## config.mk

```make
export PLATFORM = sky130hd
export DESIGN_NAME = mult_sequencer
export DESIGN_NICKNAME = d
export VERILOG_FILES = /design/src/rtl/mult_sequencer.sv
export SDC_FILE = /design/constraint.sdc
export NUM_CORES = 1
export LEC_CHECK = 0
export CAP_MARGIN = 20
export CORE_ASPECT_RATIO = 1.5
export CORE_MARGIN = 2
export CORE_UTILIZATION = 47
export CTS_BUF_LIST = sky130_fd_sc_hd__clkbuf_16
export DETAILED_ROUTE_END_ITERATION = 6
export PLACE_DENSITY = 0.87
export SLEW_MARGIN = 20
export SYNTH_ARGS = -nofsm -noshare
export SYNTH_HDL_FRONTEND = slang
export SYNTH_SLANG_ARGS = --single-unit
```

## constraint.sdc

```tcl
create_clock -name clk -period 2.1 [get_ports clk]
set_input_delay 0.21 -clock clk [delete_from_list [all_inputs] [get_ports clk]]
set_output_delay 0.21 -clock clk [all_outputs]
set_load 0.1 [all_outputs]
```

## src/rtl/mult_sequencer.sv

```systemverilog
// mult_sequencer: iterative MULT/MULTU engine that borrows the shared ALU
// (ADD with carry only) through a req/gnt handshake. Signed operands are
// pre-negated to magnitudes, and the 64-bit product is post-negated when the
// result sign is negative.
module mult_sequencer #(
  parameter int unsigned WIDTH = 32
) (
  input  logic             clk,
  input  logic             reset_n,
  input  logic             start,
  input  logic             is_signed,
  input  logic [WIDTH-1:0] rs,
  input  logic [WIDTH-1:0] rt,
  output logic             busy,
  output logic             done,
  output logic [WIDTH-1:0] hi,
  output logic [WIDTH-1:0] lo,
  output logic             alu_req,
  input  logic             alu_gnt,
  output logic [3:0]       alu_ctl,
  output logic [WIDTH-1:0] alu_a,
  output logic [WIDTH-1:0] alu_b,
  output logic             alu_cin,
  input  logic [WIDTH-1:0] alu_res,
  input  logic             alu_cout
);

  // ALU control codes, matching includes/alucontrols.v
  localparam logic [3:0] ALU_NOOP = 4'b0000;
  localparam logic [3:0] ALU_ADD  = 4'b0010;

  // Iteration counter wide enough to hold WIDTH-1 (6 bits for WIDTH=32)
  localparam int unsigned CNT_W = $clog2(WIDTH) + 1;

  typedef enum logic [2:0] {
    S_IDLE,
    S_PRE_A,
    S_PRE_B,
    S_ITER,
    S_POST_LO,
    S_POST_HI,
    S_DONE
  } state_t;

  state_t             r_state;
  state_t             w_state_nxt;
  logic [WIDTH-1:0]   r_mcand;
  logic [WIDTH-1:0]   r_hi;
  logic [WIDTH-1:0]   r_lo;
  logic [CNT_W-1:0]   r_count;
  logic               r_neg;
  logic               r_carry;

  logic [WIDTH-1:0]   w_mcand_nxt;
  logic [WIDTH-1:0]   w_hi_nxt;
  logic [WIDTH-1:0]   w_lo_nxt;
  logic [CNT_W-1:0]   w_count_nxt;
  logic               w_neg_nxt;
  logic               w_carry_nxt;

  assign hi = r_hi;
  assign lo = r_lo;

  // State register
  always_ff @(posedge clk or negedge reset_n) begin
    if (!reset_n) begin
      r_state <= S_IDLE;
    end else begin
      r_state <= w_state_nxt;
    end
  end

  // Next-state, datapath next values and combinational ALU drive
  always_comb begin
    w_state_nxt = r_state;
    w_mcand_nxt = r_mcand;
    w_hi_nxt    = r_hi;
    w_lo_nxt    = r_lo;
    w_count_nxt = r_count;
    w_neg_nxt   = r_neg;
    w_carry_nxt = r_carry;
    alu_req     = 1'b0;
    alu_ctl     = ALU_NOOP;
    alu_a       = '0;
    alu_b       = '0;
    alu_cin     = 1'b0;
    busy        = (r_state != S_IDLE);
    done        = 1'b0;

    case (r_state)
      S_IDLE: begin
        if (start) begin
          w_mcand_nxt = rs;
          w_lo_nxt    = rt;
          w_hi_nxt    = '0;
          w_count_nxt = '0;
          w_neg_nxt   = is_signed & (rs[WIDTH-1] ^ rt[WIDTH-1]);
          if (is_signed & rs[WIDTH-1]) begin
            w_state_nxt = S_PRE_A;
          end else if (is_signed & rt[WIDTH-1]) begin
            w_state_nxt = S_PRE_B;
          end else begin
            w_state_nxt = S_ITER;
          end
        end
      end

      S_PRE_A: begin
        alu_req = 1'b1;
        alu_a   = ~r_mcand;
        alu_cin = 1'b1;
        if (alu_gnt) begin
          w_mcand_nxt = alu_res;
          // Only signed ops get here, and lo still holds the captured rt
          w_state_nxt = r_lo[WIDTH-1] ? S_PRE_B : S_ITER;
        end
      end

      S_PRE_B: begin
        alu_req = 1'b1;
        alu_a   = ~r_lo;
        alu_cin = 1'b1;
        if (alu_gnt) begin
          w_lo_nxt    = alu_res;
          w_state_nxt = S_ITER;
        end
      end

      S_ITER: begin
        alu_req = 1'b1;
        alu_a   = r_hi;
        alu_b   = r_lo[0] ? r_mcand : '0;
        if (alu_gnt) begin
          {w_hi_nxt, w_lo_nxt} = {alu_cout, alu_res, r_lo[WIDTH-1:1]};
          w_count_nxt          = r_count + CNT_W'(1);
          if (r_count == CNT_W'(WIDTH - 1)) begin
            w_state_nxt = r_neg ? S_POST_LO : S_DONE;
          end
        end
      end

      S_POST_LO: begin
        alu_req = 1'b1;
        alu_a   = ~r_lo;
        alu_cin = 1'b1;
        if (alu_gnt) begin
          w_lo_nxt    = alu_res;
          w_carry_nxt = alu_cout;
          w_state_nxt = S_POST_HI;
        end
      end

      S_POST_HI: begin
        alu_req = 1'b1;
        alu_a   = ~r_hi;
        alu_cin = r_carry;
        if (alu_gnt) begin
          w_hi_nxt    = alu_res;
          w_state_nxt = S_DONE;
        end
      end

      S_DONE: begin
        done        = 1'b1;
        w_state_nxt = S_IDLE;
      end

      default: begin
        w_state_nxt = S_IDLE;
      end
    endcase

    if (alu_req) begin
      alu_ctl = ALU_ADD;
    end
  end

  // Datapath registers
  always_ff @(posedge clk or negedge reset_n) begin
    if (!reset_n) begin
      r_mcand <= '0;
      r_hi    <= '0;
      r_lo    <= '0;
      r_count <= '0;
      r_neg   <= 1'b0;
      r_carry <= 1'b0;
    end else begin
      r_mcand <= w_mcand_nxt;
      r_hi    <= w_hi_nxt;
      r_lo    <= w_lo_nxt;
      r_count <= w_count_nxt;
      r_neg   <= w_neg_nxt;
      r_carry <= w_carry_nxt;
    end
  end

endmodule

```

# [Word-level counts from Yosys, hierarchy flattened]
# Index checks and enable logic that the tools add are counted.
[classes] reduce_logical=16 bitwise_logic=7 add_sub_neg=1 muxes=31 eq_ne=15
[ops] operator="2-to-1 mux 32 bit" count=8
[ops] operator="case mux 32 bit (3 select lines)" count=2
[ops] operator="case mux 32 bit (4 select lines)" count=1
[ops] operator="inverter 32 bit" count=3
[ops] operator="case mux 32 bit (2 select lines)" count=1
[ops] operator="2-to-1 mux 3 bit" count=7
[ops] operator="case mux 3 bit (6 select lines)" count=1
[ops] operator="!= test 2 bit, second input constant" count=7
[ops] operator="2-to-1 mux 6 bit" count=2
[ops] operator="case mux 6 bit (2 select lines)" count=1
[ops] operator="equality test 3 bit, second input constant" count=3
[ops] operator="nonzero test 3 bit" count=3
[ops] operator="AND reduction 4 bit" count=2
[ops] operator="AND reduction 7 bit" count=1
[ops] operator="adder 6 x 1 -> 6 bit, second input constant" count=1
[ops] operator="equality test 3 x 2 -> 1 bit, second input constant" count=2
[ops] operator="equality test 6 x 5 -> 1 bit, second input constant" count=1
[ops] operator="2-to-1 mux 2 bit" count=3
[ops] operator="AND reduction 3 bit" count=2
[ops] operator="OR reduction 5 bit" count=1
[ops] operator="2-to-1 mux 1 bit" count=4
[ops] operator="AND reduction 2 bit" count=2
[ops] operator="nonzero test 2 bit" count=2
[ops] operator="AND 1 bit" count=3
[ops] operator="other kinds (7)" count=7
[totals] output_inout_bits=136 ff_bits=107 word_cells=77 inputBits=102

# [Logic depth before layout (Yosys ltp)]
[depth] depth_word=5 mapped_depth=8 depth_no_buf=5

# [Worst setup path before layout]
# OpenSTA, ideal clock, no wires.
[synth_path] kind="flip-flop to output port" startpoint="register r_state[2]" endpoint="output port alu_ctl[1]" path_stages_with_launch=7 path_buffers=4 t_arrival_ps=3778 setup_slack_ps=-1888 required_time_ps=1890 path_cell_list="dfrtp_1 -> clkbuf_1 -> nand2b_1 -> buf_2 -> clkbuf_1 -> o21ai_0 -> buf_4"
[synth_between] elab_chain_len=4 word_cells_on_any_way=8 classes_between="5 x eq/ne; 2 x mux; 1 x reduce/logical"
[synth_rtl] element="start, declared" line="45" source="state_t r_state;"
[synth_rtl] element="start signal, assigned" line="69" source="r_state <= w_state_nxt;"
[synth_rtl] element="equality test 3 bit, or another cell as far along" line="90" source="case (r_state)"
[synth_rtl] element="OR reduction 5 bit (no line) (*)"
[synth_rtl] element="2-to-1 mux 1 bit (*)" line="90"
[synth_rtl] element="named net alu_req" line="18" source="output logic alu_req,"
[synth_rtl] element="2-to-1 mux 2 bit (*)" line="173" source="if (alu_req) begin"
[synth_rtl] element="end, declared" line="20" source="output logic [3:0] alu_ctl,"
# Mark *: on every way through the listed nets, which the timed path passes. The rest lies on a longest branch.

# [Worst setup path after layout]
[layout_path] startpoint="register r_state[0]" endpoint="output port alu_a[12]"
[layout_between] elab_chain_len=3 word_cells_on_any_way=7 classes_between="5 x eq/ne; 1 x mux; 1 x reduce/logical"
[layout_rtl] element="equality test 3 bit or equality test 3 x 2 -> 1 bit (tied branches)" line="90"
[layout_rtl] element="OR reduction 2 bit (no line)"
[layout_rtl] element="case mux 32 bit (4 select lines) (*)" line="90"
[layout_rtl] element="end, declared" line="21" source="output logic [WIDTH-1:0] alu_a,"
# Mark *: on every way between the ends. The rest lies on a longest branch, timed or not.

==> impl_metrics.tcl <==
set metrics [dict create \
    die_w_um 106 \
    wl_mm 36.8 \
    crit_path_max_incr_delay_ns 0.55 \
    antenna_left 0 \
    synth-edff-count 0 \
    syn_area_um2 7340 \
    yosys.area.top_type "dfrtp_1" \
    setup_violations 100 \
    dpl.hpwl_mm 19.5 \
    num_rows 56 \
    outcome "complete, but fails checks" \
    yosys_register_bits 107 \
    criticalPathCategory "flip-flop to output pin" \
    syn_inst 850 \
    numCtsBuffers 9 \
    placed_area_um2 11200 \
    crit_path_start_kind "flip-flop" \
    vias_per_cell 6.96 \
    cap_violations 0 \
    r2r_end "r_count[5]$_DFFE_PN0P_" \
    grt_overflow 0 \
    synth_common_cells "107 x dfrtp_1, 103 x nor2_1, 66 x a21oi_1, 66 x mux2_2, 51 x clkbuf_1" \
    die_area_um2 16700 \
    synth_ff_type "dfrtp_1" \
    critPathBufInv 3 \
    path_delay_family "flip-flops" \
    route.detailed.drc 0 \
    grt_pass1_vias 8625 \
    avgSynthCellArea_um2 8.64 \
    hold_viol 0 \
    violations "setup timing" \
    maxSlewViolCount 0 \
    crit_chain "buf_4, buf_12, nor2_2, o21bai_4, a21oi_2, o22ai_4, buf_12" \
    cp.required_ns 1.89 \
    cp-end-kind "output pin" \
    clockRootBuffer "clkbuf_16" \
    finalCritPeriodShare 1.10 \
    core_area_um2 15500 \
    ys_async_sr_fraction 1.00 \
    first_iter_violations 991 \
    max_freq_mhz 434 \
    cts_sinks 107 \
    cpMostUsedCell "buf_12" \
    worst_pin_slew_ns 0.559 \
    r2r-start "r_state[0]$_DFFE_PN0P_" \
    cts_tree "built" \
    crit_slowest_cell "dfrtp_4" \
    post-synth-top-count-cell "dfrtp_1" \
    fin_ws_ns -0.203 \
    htreeDepth 3 \
    finish.net_count 1201 \
    slew_headroom 0.627 \
    synth_top_area_share 0.365 \
    grt_pass1_wl_mm 46.1 \
    clk_path_buf_depth 2 \
    drive_gt1_frac 0.438 \
    grt_start_max_net_pins 65 \
    die_y_um 157 \
    ys_warn_count 0 \
    cp_max_fo 17 \
    io_buffers 234 \
    synth.area.top_cells "dfrtp_1 36%, mux2_2 10%, nor2_1 5.3%, a21oi_1 4.5%, mux2i_1 4.5%" \
    period_needed_ns 2.30 \
    antenna_found_initial 2 \
    io_pins 238 \
    worstSkewPairLatency_ns 0.37 \
    gp_congestion 0.863 \
    place_ws_ns -0.306 \
    start_util 0.474 \
    worst-path-stages 7 \
    ys_types 44 \
    cp-startpoint "r_state[0]$_DFFE_PN0P_" \
    grt_use_total 0.356 \
    fin_worst_skew_ns 0.00715 \
    ys_seq_area_frac 0.365 \
    vias 9096 \
    clkTransAtPathRegs_ns 0.07 \
    r2r_cells 5 \
    utilization 0.836 \
    drt_pass1_iterations 6 \
    r2r_slack_ns -0.13 \
    rsz0062_at_grt "yes" \
    design_area_um2 13000 \
    arrival_ns 2.09 \
    hold_path.class "input port to async pin" \
    syn_to_final_growth_pct 76.4 \
    wl_per_cell_um 28.1 \
]
-- area by class of cell --
class                   count  area [um2]
multi-input cells         651        5530
diodes                      2        5.00
clock inverters             7        83.8
clock buffers               9         225
repair buffers            322        4140
well taps                 203         254
fillers                   728        2530
inverters                   5        25.0
flip-flops and latches    107        2690
-- state kept, by name, indices dropped and copies added (netlist names) --
name,count
r_mcand,32
r_carry,1
hi,32
r_state,3
r_count,6
r_neg,1
lo,32
-- worst max-delay path by stage --
stage | end
floorplan | alu_ctl[1]
global placement | lo[11]$_DFFE_PN0P_
detailed placement | lo[3]$_DFFE_PN0P_
CTS | alu_a[13]
global route | alu_a[12]
finish | alu_a[12]
-- repair_timing --
item	CTS	global route
hold buffers	1	0
setup endpoints to repair	100	128
cloned	3	12
pin swaps	19	47
endpoints found under the hold margin	23	0
buffers inserted	10	20
gates resized for setup	51	120
-- metrics by stage --
stage,hold slack [ns],TNS [ns],std cells
2_1_floorplan,-0.0856,-0.842,852
3_3_place_gp,0.142,-12.54,1243
3_5_place_dp,0.151,-13.40,1243
4_1_cts,0.324,-5.67,1273
5_1_grt,0.332,-12.62,1306
6_report,0.308,-9.50,1306
-- cells by family after synthesis --
group,share of synthesized area
muxes,0.146
adders and majority gates,0.00511
DFF,0.365
other,0.000511
buffers and inverters,0.0566
AOI/OAI and AO/OA,0.250
xor gates and xnor gates,0.00715
and+or+nand+nor,0.170
-- routing by layer --
layer / vias up / global-route usage / routed length, um / share of wire
li1: 3600 / - / - / -
met3: 315 / 0.0542 / 4150 / 0.11
met2: 835 / 0.637 / 17800 / 0.49
met4: 0 / 0.238 / 3380 / 0.092
met5: - / 0 / 0 / 0
met1: 4346 / 0.387 / 11400 / 0.31
-- layout by cell type, fill, tap and decap left out, types with 10 or more instances in the layout --
cell type,synthesis,final
o21bai_4,0,17
nand2_1,40,39
a21oi_1,66,31
nand2b_1,33,31
o22ai_4,0,32
clkbuf_16,0,21
and3_4,0,27
clkdlybuf4s50_1,0,100
o21bai_1,32,10
o21ai_0,35,31
nor2_4,0,26
a22o_1,32,32
nor3_1,32,32
o31ai_1,33,33
buf_12,0,95
dfrtp_1,107,104
a211oi_1,35,35
nor2_1,103,69
buf_4,7,105
mux2i_1,33,33
nor2_2,2,11
mux2_2,66,66
a21oi_2,1,34
Power is left out: the tool's default activity adds up to more than one toggle a clock period on the data nets, which glitch-free logic cannot reach.
